$ cat config.mk
export PLATFORM = sky130hd
export DESIGN_NAME = aesha3_host_link_flat
export DESIGN_NICKNAME = d
export VERILOG_FILES = /design/src/rtl/aesha3_host_link_if.sv /design/src/rtl/aesha3_host_link.sv /design/src/flat_wrapper.sv
export SDC_FILE = /design/constraint.sdc
export NUM_CORES = 1
export LEC_CHECK = 0
export BUFFER_PORTS_ARGS = -buffer_cell sky130_fd_sc_hd__buf_4
export CORE_ASPECT_RATIO = 0.7
export CORE_MARGIN = 2
export CORE_UTILIZATION = 31
export CTS_BUF_LIST = sky130_fd_sc_hd__clkbuf_4
export CTS_CLUSTER_DIAMETER = 60
export DETAILED_ROUTE_END_ITERATION = 12
export HOLD_SLACK_MARGIN = 0.06
export PLACE_DENSITY_LB_ADDON = 0.08
export SLEW_MARGIN = 20
export SYNTH_ARGS = -nofsm -noshare
export SYNTH_HDL_FRONTEND = slang
export SYNTH_SLANG_ARGS = --single-unit
export TNS_END_PERCENT = 10
$ cat constraint.sdc
create_clock -name clk -period 3.1 [get_ports clk]
set_input_delay 0.31 -clock clk [delete_from_list [all_inputs] [get_ports clk]]
set_output_delay 0.31 -clock clk [all_outputs]
set_load 0.01 [all_outputs]
$ cat src/rtl/aesha3_host_link_if.sv
// Signal bundle between the host bus adapter, the host link and the AES/SHA3 core.
// slave = the link itself; master = the surrounding host/core environment.
interface aesha3_host_link_if;
  logic [7:0] s_data;
  logic       s_valid;
  logic       s_ready;
  logic       s_mode;
  logic [7:0] m_data;
  logic       m_valid;
  logic       m_ready;
  logic       m_tag;
  logic       m_last;
  logic [7:0] core_data;
  logic       core_start;
  logic       core_mode;
  logic [7:0] core_rdata;
  logic       core_rvalid;
  logic       core_busy;
  logic       ready;
  logic       err;

  modport slave (
    input  s_data, s_valid, s_mode, m_ready, core_rdata, core_rvalid, core_busy,
    output s_ready, m_data, m_valid, m_tag, m_last, core_data, core_start, core_mode, ready, err
  );

  modport master (
    output s_data, s_valid, s_mode, m_ready, core_rdata, core_rvalid, core_busy,
    input  s_ready, m_data, m_valid, m_tag, m_last, core_data, core_start, core_mode, ready, err
  );
endinterface

$ cat src/rtl/aesha3_host_link.sv
// Host link to the AES/SHA3 core: buffers key/message, bursts it with unbroken core_start, captures
// and replays the 48-byte response with valid/ready backpressure. Optional watchdog: HOST_LINK_TIMEOUT_EN.
module aesha3_host_link #(
  parameter int KEY_BYTES      = 32,
  parameter int MSG_BYTES      = 16,
  parameter int CT_BYTES       = 16,
  parameter int TAG_BYTES      = 32,
  parameter int TIMEOUT_CYCLES = 4096
) (
  input logic              clk,
  input logic              rst_n,
  aesha3_host_link_if.slave link
);
  localparam int RSP_BYTES = CT_BYTES + TAG_BYTES;
  localparam int CW  = $clog2(KEY_BYTES + 1);
  localparam int RW  = $clog2(RSP_BYTES + 1);
  localparam int BW  = $clog2(KEY_BYTES);
  localparam int RBW = $clog2(RSP_BYTES);
  localparam logic [CW-1:0] KEY_LAST = CW'(KEY_BYTES - 1);
  localparam logic [CW-1:0] MSG_LAST = CW'(MSG_BYTES - 1);
  localparam logic [RW-1:0] RSP_FULL = RW'(RSP_BYTES);
  localparam logic [RW-1:0] RSP_LAST = RW'(RSP_BYTES - 1);
  localparam logic [RW-1:0] CT_N     = RW'(CT_BYTES);

  if (TIMEOUT_CYCLES < 2) begin : g_bad_timeout
    $error("TIMEOUT_CYCLES must be at least 2");
  end

  typedef enum logic [2:0] {
    S_KEY_FILL, S_KEY_SEND, S_KDF_WAIT, S_MSG_FILL,
    S_MSG_SEND, S_RESP_WAIT, S_RESP_CAP, S_DRAIN
  } state_t;

  state_t        r_state;
  logic [CW-1:0] r_cnt;
  logic [RW-1:0] r_rcnt;
  logic [RW-1:0] r_dcnt;
  logic          r_seen_busy;
  logic          r_s_ready;
  logic          r_ready;
  logic          r_core_start;
  logic [7:0]    r_core_data;
  logic          r_core_mode;
  logic          r_m_valid;
  logic [7:0]    r_m_data;
  logic          r_m_tag;
  logic          r_m_last;
  logic [7:0]    r_kbuf [KEY_BYTES];
  logic [7:0]    r_rbuf [RSP_BYTES];

  logic           w_s_fire;
  logic           w_m_fire;
  logic           w_resp_st;
  logic           w_cap;
  logic [BW-1:0]  w_bidx;
  logic [RBW-1:0] w_ridx;
  logic [RW-1:0]  w_dnext;
  logic [RBW-1:0] w_didx;
  logic           w_wd_fire;

  assign w_s_fire  = r_s_ready & link.s_valid;
  assign w_m_fire  = r_m_valid & link.m_ready;
  assign w_resp_st = (r_state == S_RESP_WAIT) || (r_state == S_RESP_CAP);
  assign w_cap     = link.core_rvalid && w_resp_st && (r_rcnt != RSP_FULL);
  assign w_bidx    = r_cnt[BW-1:0];
  assign w_ridx    = r_rcnt[RBW-1:0];
  assign w_dnext   = r_dcnt + RW'(1);
  assign w_didx    = w_dnext[RBW-1:0];

`ifdef HOST_LINK_TIMEOUT_EN
  localparam int WW = $clog2(TIMEOUT_CYCLES + 1);
  localparam logic [WW-1:0] WD_LAST = WW'(TIMEOUT_CYCLES - 1);
  logic [WW-1:0] r_wdog;
  logic          r_err;
  logic          w_wd_watch;
  logic          w_stray;
  assign w_wd_watch = (r_state == S_KDF_WAIT) || w_resp_st;
  assign w_wd_fire  = w_wd_watch && !link.core_rvalid && (r_wdog == WD_LAST);
  assign w_stray    = link.core_rvalid && !w_resp_st;
  assign link.err   = r_err;
`else
  assign w_wd_fire  = 1'b0;
  assign link.err   = 1'b0;
`endif

  // Payload storage carries no reset; validity is tracked entirely by the FSM counters.
  always_ff @(posedge clk) begin
    if (w_s_fire) r_kbuf[w_bidx] <= link.s_data;
    if (w_cap)    r_rbuf[w_ridx] <= link.core_rdata;
  end

  always_ff @(posedge clk or negedge rst_n) begin
    if (!rst_n) begin
      r_state      <= S_KEY_FILL;
      r_cnt        <= '0;
      r_rcnt       <= '0;
      r_dcnt       <= '0;
      r_seen_busy  <= 1'b0;
      r_s_ready    <= 1'b0;
      r_ready      <= 1'b0;
      r_core_start <= 1'b0;
      r_core_data  <= '0;
      r_core_mode  <= 1'b0;
      r_m_valid    <= 1'b0;
      r_m_data     <= '0;
      r_m_tag      <= 1'b0;
      r_m_last     <= 1'b0;
`ifdef HOST_LINK_TIMEOUT_EN
      r_wdog       <= '0;
      r_err        <= 1'b0;
`endif
    end else begin
      r_core_start <= 1'b0;
      if (w_wd_fire) begin
        r_state     <= S_KEY_FILL;
        r_cnt       <= '0;
        r_rcnt      <= '0;
        r_dcnt      <= '0;
        r_seen_busy <= 1'b0;
        r_s_ready   <= 1'b0;
        r_ready     <= 1'b0;
        r_m_valid   <= 1'b0;
      end else begin
        case (r_state)
          S_KEY_FILL: begin
            r_s_ready <= 1'b1;
            if (w_s_fire) begin
              if (r_cnt == KEY_LAST) begin
                r_cnt     <= '0;
                r_s_ready <= 1'b0;
                r_state   <= S_KEY_SEND;
              end else begin
                r_cnt <= r_cnt + CW'(1);
              end
            end
          end
          // core_start is registered, so the burst trails the state by one cycle but stays unbroken.
          S_KEY_SEND: begin
            r_core_start <= 1'b1;
            r_core_data  <= r_kbuf[w_bidx];
            if (r_cnt == KEY_LAST) begin
              r_cnt       <= '0;
              r_seen_busy <= 1'b0;
              r_state     <= S_KDF_WAIT;
            end else begin
              r_cnt <= r_cnt + CW'(1);
            end
          end
          S_KDF_WAIT: begin
            if (!r_seen_busy) begin
              r_seen_busy <= link.core_busy;
            end else if (!link.core_busy) begin
              r_cnt     <= '0;
              r_s_ready <= 1'b1;
              r_ready   <= 1'b1;
              r_state   <= S_MSG_FILL;
            end
          end
          S_MSG_FILL: begin
            if (w_s_fire) begin
              r_ready <= 1'b0;
              if (r_cnt == '0) r_core_mode <= link.s_mode;
              if (r_cnt == MSG_LAST) begin
                r_cnt     <= '0;
                r_s_ready <= 1'b0;
                r_state   <= S_MSG_SEND;
              end else begin
                r_cnt <= r_cnt + CW'(1);
              end
            end
          end
          S_MSG_SEND: begin
            r_core_start <= 1'b1;
            r_core_data  <= r_kbuf[w_bidx];
            if (r_cnt == MSG_LAST) begin
              r_cnt   <= '0;
              r_rcnt  <= '0;
              r_state <= S_RESP_WAIT;
            end else begin
              r_cnt <= r_cnt + CW'(1);
            end
          end
          // Only the capture position matters, so gaps between cipher and HMAC bytes are harmless.
          S_RESP_WAIT, S_RESP_CAP: begin
            if (w_cap) begin
              r_rcnt  <= r_rcnt + RW'(1);
              r_state <= S_RESP_CAP;
            end
            if ((r_rcnt == RSP_FULL) && !link.core_busy) begin
              r_dcnt    <= '0;
              r_m_valid <= 1'b1;
              r_m_data  <= r_rbuf[0];
              r_m_tag   <= 1'b0;
              r_m_last  <= 1'b0;
              r_state   <= S_DRAIN;
            end
          end
          S_DRAIN: begin
            if (w_m_fire) begin
              if (r_dcnt == RSP_LAST) begin
                r_m_valid <= 1'b0;
                r_m_tag   <= 1'b0;
                r_m_last  <= 1'b0;
                r_cnt     <= '0;
                r_rcnt    <= '0;
                r_s_ready <= 1'b1;
                r_ready   <= 1'b1;
                r_state   <= S_MSG_FILL;
              end else begin
                r_dcnt   <= w_dnext;
                r_m_data <= r_rbuf[w_didx];
                r_m_tag  <= (w_dnext >= CT_N);
                r_m_last <= (w_dnext == RSP_LAST);
              end
            end
          end
          default: r_state <= S_KEY_FILL;
        endcase
      end
`ifdef HOST_LINK_TIMEOUT_EN
      if (!w_wd_watch || link.core_rvalid) r_wdog <= '0;
      else                                 r_wdog <= r_wdog + WW'(1);
      if (w_wd_fire || w_stray) r_err <= 1'b1;
`endif
    end
  end

  assign link.s_ready    = r_s_ready;
  assign link.ready      = r_ready;
  assign link.core_start = r_core_start;
  assign link.core_data  = r_core_data;
  assign link.core_mode  = r_core_mode;
  assign link.m_valid    = r_m_valid;
  assign link.m_data     = r_m_data;
  assign link.m_tag      = r_m_tag;
  assign link.m_last     = r_m_last;
endmodule

$ cat src/flat_wrapper.sv
// flat-port wrapper written by rule: the top's interface ports become plain ports
module aesha3_host_link_flat 
#(
  parameter int KEY_BYTES      = 32,
  parameter int MSG_BYTES      = 16,
  parameter int CT_BYTES       = 16,
  parameter int TAG_BYTES      = 32,
  parameter int TIMEOUT_CYCLES = 4096
)
  (clk, rst_n, link_s_data, link_s_valid, link_s_mode, link_m_ready, link_core_rdata, link_core_rvalid, link_core_busy, link_s_ready, link_m_data, link_m_valid, link_m_tag, link_m_last, link_core_data, link_core_start, link_core_mode, link_ready, link_err);
  aesha3_host_link_if link_i ();
  input logic clk;
  input logic rst_n;
  input wire logic [$bits(link_i.s_data)-1:0] link_s_data;
  input wire logic [$bits(link_i.s_valid)-1:0] link_s_valid;
  input wire logic [$bits(link_i.s_mode)-1:0] link_s_mode;
  input wire logic [$bits(link_i.m_ready)-1:0] link_m_ready;
  input wire logic [$bits(link_i.core_rdata)-1:0] link_core_rdata;
  input wire logic [$bits(link_i.core_rvalid)-1:0] link_core_rvalid;
  input wire logic [$bits(link_i.core_busy)-1:0] link_core_busy;
  output wire logic [$bits(link_i.s_ready)-1:0] link_s_ready;
  output wire logic [$bits(link_i.m_data)-1:0] link_m_data;
  output wire logic [$bits(link_i.m_valid)-1:0] link_m_valid;
  output wire logic [$bits(link_i.m_tag)-1:0] link_m_tag;
  output wire logic [$bits(link_i.m_last)-1:0] link_m_last;
  output wire logic [$bits(link_i.core_data)-1:0] link_core_data;
  output wire logic [$bits(link_i.core_start)-1:0] link_core_start;
  output wire logic [$bits(link_i.core_mode)-1:0] link_core_mode;
  output wire logic [$bits(link_i.ready)-1:0] link_ready;
  output wire logic [$bits(link_i.err)-1:0] link_err;
  assign link_i.s_data = link_s_data;
  assign link_i.s_valid = link_s_valid;
  assign link_i.s_mode = link_s_mode;
  assign link_i.m_ready = link_m_ready;
  assign link_i.core_rdata = link_core_rdata;
  assign link_i.core_rvalid = link_core_rvalid;
  assign link_i.core_busy = link_core_busy;
  assign link_s_ready = link_i.s_ready;
  assign link_m_data = link_i.m_data;
  assign link_m_valid = link_i.m_valid;
  assign link_m_tag = link_i.m_tag;
  assign link_m_last = link_i.m_last;
  assign link_core_data = link_i.core_data;
  assign link_core_start = link_i.core_start;
  assign link_core_mode = link_i.core_mode;
  assign link_ready = link_i.ready;
  assign link_err = link_i.err;
  aesha3_host_link #(.KEY_BYTES(KEY_BYTES), .MSG_BYTES(MSG_BYTES), .CT_BYTES(CT_BYTES), .TAG_BYTES(TAG_BYTES), .TIMEOUT_CYCLES(TIMEOUT_CYCLES)) u_core (.clk(clk), .rst_n(rst_n), .link(link_i));
endmodule
==> flow_summary_export.csv <==
group,metric,value,unit
synth,syn-num-nets,1531,
global_routing,grt_pass1_vias,15800,
power,p_leak,10.8,nW
floorplanning,top_level_port_count,47,
cells_and_area,sequential_cell_area,20400,um^2
worst_setup_path,cp_max_fo,18,
worst_setup_path,slowest_stage,"sky130_fd_sc_hd__mux4_2",
route,drt_iter0_markers,1400,
sta,fin_crit_sh,0.958,
synth,synth.cell_area,27600,um^2
floorplanning,die_area,91400,um^2
clocking,worstSkewPairLatency,1.12,ns
synth,synth.avg_cell_area,18.4,um^2
worst_setup_path,slowest_delay,0.57,ns
sta,fin_setup_tns,0,ns
placed_design,numPortBuffers,45,
synth,synth.yosys.warnings,0,
sta,timing.final.crit_period,2.97,ns
route,via_count,15500,
route,first_pass_iters,6,
synth,ys_dominant_reg_cell,"sky130_fd_sc_hd__edfxtp_1",
worst_setup_path,start_kind,"register",
sta,fmax,337,MHz
job,cap_violations,0,
power,post-layout-total-power,27.0,mW
power,power_per_cell_area,825,nW/um^2
power,ir_worst_vdd,403,uV
clocking,clock_tree.htree_level_count,4,
synth,synth_seq_cells,685,
cells_and_area,num-nets-final,1842,
clocking,cts_sinks,685,
synth,synth_edf_count,640,
cells_and_area,final_design_area_no_fill,32700,um^2
sta,setup_violations,0,
global_routing,grt_antenna_before_repair,3,
worst_setup_path,most_frequent_cp_cell,"sky130_fd_sc_hd__a21oi_1",
global_routing,globalRoute.totalOverflow,0,
cells_and_area,layout_commonest_cell,"sky130_fd_sc_hd__edfxtp_1",
route,ant_nets,0,
sta,clk_skew,0.0850,ns
route,routed_via_density,4.99,
clocking,clk_transition_reported_paths,0.08,ns
worst_setup_path,crit_chain,"ha_1, xor2_4, buf_4, mux4_2, nand2_1, a21oi_1, nor4_1, a21oi_1",
floorplanning,placementRows,91,
worst_setup_path,timing.critical_path.arrival,3.93,ns
synth,netlist-cell-type-count,65,
synth,async_flop_share,0.0657,
cells_and_area,mostFrequentLayoutCells,"sky130_fd_sc_hd__edfxtp_1, sky130_fd_sc_hd__clkbuf_4, sky130_fd_sc_hd__buf_4, sky130_fd_sc_hd__mux4_2, sky130_fd_sc_hd__nor2_1",
route,route.detailed.drc,0,
cells_and_area,area_growth_syn_to_layout,18.7,%
clocking,clock_tree_from_tritoncts,"done",
cells_and_area,finalCoreUtilization,0.372,
clocking,cts_max_path_buffers,3,
sta,grt_setup_unrepaired,"no",
worst_setup_path,required,4.06,ns
placed_design,dp_slack,0.132,ns
cells_and_area,share_of_final_layout_standard_cells_stronger_than_drive_strength_1,0.330,
placed_design,placed_area,30100,um^2
sta,worst_pin_slew,0.879,ns
clocking,clock_tree.root_cell,"sky130_fd_sc_hd__clkbuf_4",
sta,slew_violations,0,
worst_setup_path,critPathCaptureType,"register",
clocking,cts_buf_count,175,
global_routing,grt_pass1_wl,113000,um
floorplanning,start_util,0.313,
floorplanning,design.core.area,88100,um^2
hold_path,timing.hold.worst.class,"input port to register",
cells_and_area,finalNonFillerCells,3106,
floorplanning,fp.dieH,254,um
route,detail_route.wirelength,78400,um
synth,postSynthCellCount,1500,
cells_and_area,area_occupied_by_multi_input_gates,6790,um^2
outcome,outcome,"complete, no violations",
placed_design,place.gp.congestion,0.809,
floorplanning,chipWidth,361,um
placed_design,place.detailed.instances,2768,
sta,timing.final.hold_violations,0,
synth,share_of_the_yosys_chip_area_belonging_to_registers,0.737,
sta,slew_headroom,0.414,
worst_setup_path,start_to_end_type_of_the_worst_setup_path,"register to register",
sta,hold-worst-slack,0.227,ns
placed_design,hpwlAfterDp,49600,um
sta,setup_ws,0.130,ns
cells_and_area,final.fill_count,8333,
global_routing,grt_start_max_net_pins,49,
global_routing,groute.usage.overall,0.174,
route,detail_route.wl_per_cell,25.3,um
-- metal layers --
metal | routed length [um] | track usage | up-vias
li1 | - | - | 6825
met1 | 39700 | 0.268 | 8088
met2 | 31300 | 0.227 | 459
met3 | 5830 | 0.0506 | 122
met4 | 1560 | 0.0687 | 0
met5 | 0 | 0 | -
-- sequential cells by signal (all words and copies together) (netlist names) --
register and count:
u_core.r_rbuf 384, u_core.r_kbuf 256, u_core.link.core_data 8, u_core.link.m_data 8, u_core.r_cnt 6, u_core.r_dcnt 6, u_core.r_rcnt 6, u_core.r_state 3
u_core.link.core_mode 1, u_core.link.core_start 1, u_core.link.m_last 1, u_core.link.m_tag 1, u_core.link.m_valid 1, u_core.link.ready 1, u_core.link.s_ready 1, u_core.r_seen_busy 1
-- cell families after synthesis --
family                   after synthesis  synth area share
flip-flops                           685             0.737
AND/OR/NAND/NOR                      328            0.0545
AO/OA/AOI/OAI                        192            0.0465
multiplexers                         180             0.136
buffers and inverters                 97            0.0182
XOR/XNOR                               9           0.00354
adder cells (fa/ha/maj)                8           0.00363
other                                  1          0.000136
-- final cells by class --
cell class                      instances  share of cell area
Inverter                               13             0.00149
Clock inverter                         35             0.00898
Antenna cell                           13            0.000993
Timing Repair Buffer                  218              0.0553
Multi-Input combinational cell        718               0.207
Sequential cell                       685               0.622
Tap cell                             1162              0.0444
Clock buffer                          262              0.0601
-- cell usage after synthesis (8+ instances only) --
| library cell | n | area (um^2) |
|---|---|---|
| sky130_fd_sc_hd__clkbuf_1 | 37 | 139 |
| sky130_fd_sc_hd__a31oi_1 | 10 | 62.6 |
| sky130_fd_sc_hd__mux4_1 | 9 | 236 |
| sky130_fd_sc_hd__buf_1 | 11 | 41.3 |
| sky130_fd_sc_hd__dfrtp_1 | 45 | 1130 |
| sky130_fd_sc_hd__buf_2 | 18 | 90.1 |
| sky130_fd_sc_hd__nand3_1 | 21 | 105 |
| sky130_fd_sc_hd__o31ai_1 | 8 | 60.1 |
| sky130_fd_sc_hd__a21oi_1 | 62 | 310 |
| sky130_fd_sc_hd__nand3b_1 | 9 | 67.6 |
| sky130_fd_sc_hd__mux4_2 | 144 | 3240 |
| sky130_fd_sc_hd__o21ai_0 | 32 | 160 |
| sky130_fd_sc_hd__buf_4 | 11 | 82.6 |
| sky130_fd_sc_hd__a22o_1 | 16 | 140 |
| sky130_fd_sc_hd__edfxtp_1 | 640 | 19200 |
| sky130_fd_sc_hd__nor2_1 | 127 | 477 |
| sky130_fd_sc_hd__nor3_1 | 13 | 65.1 |
| sky130_fd_sc_hd__a22oi_1 | 9 | 67.6 |
| sky130_fd_sc_hd__a221oi_1 | 19 | 166 |
| sky130_fd_sc_hd__nand2_1 | 99 | 372 |
| sky130_fd_sc_hd__ha_1 | 8 | 100 |
| sky130_fd_sc_hd__mux2i_1 | 24 | 240 |
| sky130_fd_sc_hd__inv_1 | 12 | 45.0 |
-- what timing repair did --
action,4_1_cts,5_1_grt
hold endpoints to repair,719,0
setup buffers,0,0
gates resized for setup,0,3
endpoints found under the setup margin,0,2
hold buffers,28,0
-- path summary, 6_finish.rpt --
kind,start,slack (ns),depth (start not counted),endpoint
worst min-delay path,link_s_data[3],0.23,2,u_core.r_kbuf[31][3]
worst max-delay path,u_core.r_dcnt[0],0.13,8,u_core.link.m_data[6]
worst min register to register,u_core.link.core_mode,0.52,1,u_core.link.core_mode
worst max register to register,u_core.r_dcnt[0],0.13,8,u_core.link.m_data[6]
max in group asynchronous,rst_n,2.49,4,u_core.link.m_last
min in group asynchronous,rst_n,0.33,4,u_core.link.m_valid
-- critical path, delay by kind of cell, from the launching register on --
family / cells / cell delay, ns
compound gates: 2 / 0.19
xor+xnor: 1 / 0.24
fa+ha+maj: 1 / 0.30
buf+inv: 1 / 0.37
flops: 1 / 0.52
mux: 1 / 0.57
simple gates: 2 / 0.61
-- power breakdown --
part	leakage (nW)	internal (mW)	switching, mW	total [mW]
sequential	6.31	10.6	0.441	11.0
combinational	3.17	3.47	4.55	8.01
clock	1.34	4.25	3.75	8.00
(Power assumes the default switching activity.)
